<file path="config.mk">
export PLATFORM = sky130hd
export DESIGN_NAME = regfile_dump_ctrl
export DESIGN_NICKNAME = d
export VERILOG_FILES = /design/src/rtl/regfile_dump_ctrl.sv
export SDC_FILE = /design/constraint.sdc
export NUM_CORES = 1
export LEC_CHECK = 0
export ABC_AREA = 1
export BUFFER_PORTS_ARGS = -buffer_cell sky130_fd_sc_hd__buf_2
export CORE_ASPECT_RATIO = 1.2
export CORE_MARGIN = 2
export CORE_UTILIZATION = 45
export DETAILED_ROUTE_END_ITERATION = 6
export PLACE_DENSITY = 0.78
export SYNTH_ARGS = -nofsm -noshare
export SYNTH_HDL_FRONTEND = slang
export SYNTH_SLANG_ARGS = --single-unit
export TNS_END_PERCENT = 30
</file>
<file path="constraint.sdc">
create_clock -name clock -period 2.1 [get_ports clock]
set_clock_uncertainty 0.05 [all_clocks]
set_input_delay 0.42 -clock clock [delete_from_list [all_inputs] [get_ports clock]]
set_output_delay 0.42 -clock clock [all_outputs]
set_load 0.01 [all_outputs]
</file>
<file path="src/rtl/regfile_dump_ctrl.sv">
// rtl/regfile_dump_ctrl.sv - regfile port-A owner that stalls the CPU and streams r0..rN-1 out
// Optional running sum of accepted beats when DUMP_SUM_EN is defined.
module regfile_dump_ctrl #(
    parameter int NUM_REGS      = 32,
    parameter int REG_AW        = 5,
    parameter int DATA_W        = 32,
    parameter int SETTLE_CYCLES = 1
) (
    input  logic              clock,
    input  logic              reset,
    input  logic              dump_req,
    input  logic [REG_AW-1:0] cpu_readRegA,
    output logic [REG_AW-1:0] ctrl_readRegA,
    input  logic [DATA_W-1:0] data_readRegA,
    output logic              cpu_stall,
    output logic              dump_valid,
    input  logic              dump_ready,
    output logic [REG_AW-1:0] dump_reg,
    output logic [DATA_W-1:0] dump_data,
    output logic              dump_busy,
`ifdef DUMP_SUM_EN
    output logic              dump_done,
    output logic [DATA_W-1:0] dump_sum
`else
    output logic              dump_done
`endif
);

    localparam int CNT_W = (SETTLE_CYCLES > 1) ? $clog2(SETTLE_CYCLES) : 1;
    localparam logic [CNT_W-1:0]  LAST_CNT = CNT_W'(SETTLE_CYCLES - 1);
    localparam logic [REG_AW-1:0] LAST_IDX = REG_AW'(NUM_REGS - 1);

    if (SETTLE_CYCLES < 1) begin : g_bad_settle
        $error("SETTLE_CYCLES must be at least 1");
    end
    if (NUM_REGS < 2 || NUM_REGS > (1 << REG_AW)) begin : g_bad_regs
        $error("NUM_REGS must lie in 2..2**REG_AW");
    end

    typedef enum logic [2:0] {
        S_IDLE,
        S_STALL,
        S_ADDR,
        S_PRESENT,
        S_DONE
    } state_t;

    state_t            state_q;
    logic [REG_AW-1:0] idx_q;
    logic [CNT_W-1:0]  cnt_q;
    logic [REG_AW-1:0] reg_q;
    logic [DATA_W-1:0] data_q;
`ifdef DUMP_SUM_EN
    logic [DATA_W-1:0] sum_q;
`endif

    always_ff @(posedge clock) begin
        if (reset) begin
            state_q <= S_IDLE;
            idx_q   <= '0;
            cnt_q   <= '0;
            reg_q   <= '0;
            data_q  <= '0;
`ifdef DUMP_SUM_EN
            sum_q   <= '0;
`endif
        end else begin
            case (state_q)
                S_IDLE: begin
                    if (dump_req) begin
                        state_q <= S_STALL;
`ifdef DUMP_SUM_EN
                        sum_q   <= '0;
`endif
                    end
                end
                // One dead cycle so the CPU has frozen before port A is taken over.
                S_STALL: begin
                    state_q <= S_ADDR;
                    idx_q   <= '0;
                    cnt_q   <= '0;
                end
                S_ADDR: begin
                    if (cnt_q == LAST_CNT) begin
                        data_q  <= data_readRegA;
                        reg_q   <= idx_q;
                        cnt_q   <= '0;
                        state_q <= S_PRESENT;
                    end else begin
                        cnt_q <= cnt_q + CNT_W'(1);
                    end
                end
                S_PRESENT: begin
                    if (dump_ready) begin
`ifdef DUMP_SUM_EN
                        sum_q <= sum_q + data_q;
`endif
                        if (idx_q == LAST_IDX) begin
                            state_q <= S_DONE;
                        end else begin
                            idx_q   <= idx_q + REG_AW'(1);
                            state_q <= S_ADDR;
                        end
                    end
                end
                S_DONE: begin
                    state_q <= S_IDLE;
                end
                default: begin
                    state_q <= S_IDLE;
                end
            endcase
        end
    end

    // Address mux is combinational so the CPU keeps zero-latency reads while idle.
    assign ctrl_readRegA = (state_q == S_IDLE) ? cpu_readRegA : idx_q;

    assign dump_busy  = (state_q != S_IDLE);
    assign cpu_stall  = (state_q != S_IDLE);
    assign dump_valid = (state_q == S_PRESENT);
    assign dump_done  = (state_q == S_DONE);
    assign dump_reg   = reg_q;
    assign dump_data  = data_q;
`ifdef DUMP_SUM_EN
    assign dump_sum   = sum_q;
`endif

endmodule

</file>
==> results.tsv <==
stage	metric	value	unit
placed_design	HPWL Detailed	2890	um
die	height of the chip	73.1	um
sta	setup repair after global routing missed its margin	false	
yosys	top cell type's share of synthesized area	0.504	
route	DR vias	1786	
grt	vias in the first global route	1549	
layout	final-stage net count	369	
yosys	most area-consuming cells after synthesis	dfxtp_1 (50%), nor2_1 (17%), o21ai_0 (11%)	
grt	global-route wire length before repair	6470	um
yosys	Distinct cells, synth	19	
layout	fraction of final layout cells sized beyond drive strength 1	0.309	
yosys	register bit count reported by yosys	45	
worst_setup_path	capturing element type of the critical path	output port	
sta	final critical path time including I/O delays and setup	1.88	ns
worst_setup_path	maximum single-stage delay on the critical path	0.37	ns
sta	FMAX	0.532	GHz
placed_design	final estimated routing congestion in global placement	0.785	
yosys	netlist area before placement	1790	um2
layout	utilization of the core after routing	0.598	
die	full die area	4500	um2
cts	TritonCTS Buffers	5	
sta	worst-case headroom to the max-slew limit	0.624	
worst_setup_path	library cell contributing the largest single delay on the critical path	dfxtp_1	
grt	pin count of the biggest net entering global routing	43	
route	routed length per placed instance	10.9	um
yosys	Post-Synthesis Mean Instance Area	7.33	um2
sta	number of max-slew violations in the final report	0	
worst_setup_path	family with the most delay on the worst path	simple AND/OR/NAND/NOR gates	
power	Lkg Pwr	1.25	nW
die	number of rows created at floorplan	25	
sta	Worst Tran Pin Value	0.563	ns
yosys	post-synthesis net count	287	
worst_setup_path	maximum fanout encountered on the critical timing path	10	
worst_setup_path	Most Frequent Cell on Critical Path	nand2_1	
worst_setup_path	element type at the critical path start	flip-flop	
cts	CTS Root Cell	clkbuf_8	
layout	number of fillers in the final layout	402	
flow_run	number of maximum-capacitance constraint violations	0	
layout	Largest register FFs	32	
power	Max rail drop VDD	0.599	mV
die	chip width	61.5	um
route	first-pass detailed-route iteration total	4	
grt	total global-route track usage	0.185	
worst_setup_path	kind of critical path	flip-flop to output port	
worst_setup_path	ordered cell list for the critical path	inv_1 -> nand2_1 -> nor2_4 -> inv_1 -> nand2_1 -> nand2_1 -> buf_2	
cts	clock sink count	45	
yosys	Warnings, synthesis	0	
route	Avg Vias per Cell	4.69	
layout	area added between synthesis and finish	29.7	%
route	violation count after the first detailed-routing iteration	45	
worst_setup_path	buffering stage count on the worst path with inverters included	3	
grt	antenna violations before repair	0	
layout	commonest non-fill, non-tap cells in the layout	buf_2 (86), nor2_1 (80), dfxtp_1 (45)	
cts	clock-pin slew on the worst setup and hold paths	0.08	ns
layout	leading cell type in the layout, fill and taps excluded	buf_2	
worst_setup_path	data required time at the worst endpoint	1.63	ns
yosys	number of instances in the synthesized netlist	244	
die	core area	3880	um2
sta	final period utilization	0.896	
cts	clock insertion delay at the later pin of the skew report	0.29	ns
run_status	result of the run	finished, final reports clean	
layout	diode count	0	
placed_design	count of input and output buffers	86	
power	power density over the cells	819	nW/um2
route	number of nets with antenna violations after routing	0	
grt	leftover overflow at the end of global routing	0	
sta	setup violators final	0	
cts	# H-tree levels	2	
die	Initial Util	0.461	
sta	post-route setup TNS	0	ns
sta	final hold violation count	0	
route	aggregate routed wire length	4140	um
yosys	proportion of synthesized chip area in sequential cells	0.504	
cts	TritonCTS clock tree	built	
cts	Clock Path Buffers	2	
cts	hold buffers post-CTS	0	
worst_setup_path	data arrival time of the critical path	1.41	ns
route	DR DRC count	0	
die	Boundary Pins	87	
worst_hold_path	classification of the worst-slack hold path	input port to flip-flop	
yosys	cell taking the most area after synthesis	dfxtp_1	
## timing repair
action / 4_1_cts / 5_1_grt
setup buffers: 0 / 0
endpoints found under the setup margin: 0 / 3
gates resized for setup: 0 / 1
## report_power, final
| group | internal, W | leakage [nW] | switching [W] |
|---|---|---|---|
| Combinational | 0.000163 | 0.832 | 0.000244 |
| Sequential | 0.000941 | 0.369 | 0.0000470 |
| Clock | 0.000231 | 0.0450 | 0.000273 |
## Yosys cell counts
cell / n
clkbuf_1: 5
a21boi_0: 1
a21oi_1: 7
nand3_1: 6
ha_1: 2
inv_1: 12
nand2_1: 30
buf_6: 1
nor2_4: 3
inv_2: 1
o21ai_0: 40
nand4_1: 1
nor2_1: 80
buf_4: 2
nand2_2: 1
dfxtp_1: 45
nor2_2: 1
nor3_1: 1
buf_2: 5
## cell families after synthesis
group           share of synthesized area
simple gates                        0.280
compound gates                      0.136
flops                               0.504
buf+inv                            0.0665
fa+ha+maj                          0.0140
## layout make-up
class | count | area, um2 | share of cell area
well taps | 54 | 67.6 | 0.0291
clock inverters | 2 | 10.0 | 0.00432
inverters | 13 | 48.8 | 0.0210
repair buffers | 88 | 445 | 0.192
multi-input cells | 173 | 773 | 0.334
clock buffers | 6 | 72.6 | 0.0313
flip-flops and latches | 45 | 901 | 0.389
## worst paths after layout
check / from / end / slack [ns] / cells past startpoint
hold reg to reg: dump_data[19] / dump_data[19] / 0.46 / 2
setup reg to reg: idx_q[0] / idx_q[3] / 0.42 / 11
hold / removal: reset / state_q[2] / 0.29 / 2
setup / recovery: state_q[2] / ctrl_readRegA[4] / 0.22 / 7
## per-layer routing
metal | routed length (um) | GRT usage | vias up
met3 | 235 | 0.0479 | 6
li1 | - | - | 935
met4 | 43 | 0.0496 | 0
met2 | 2060 | 0.330 | 51
met5 | 0 | 0 | -
met1 | 1800 | 0.213 | 794
## per-stage QoR
step                setup slack, ns  instance area [um2]  hold WS, ns  instances  power, W
detailed placement            0.441                 2230        0.440        373   0.00142
global placement              0.485                 2230        0.438        373   0.00140
global route                 0.0670                 2320        0.266        381   0.00202
CTS                           0.113                 2310        0.272        381   0.00192
floorplan                     0.587                 1790        0.422        244   0.00125
finish                        0.219                 2320        0.285        381   0.00190
No activity file was read; power rests on OpenSTA's default activity.
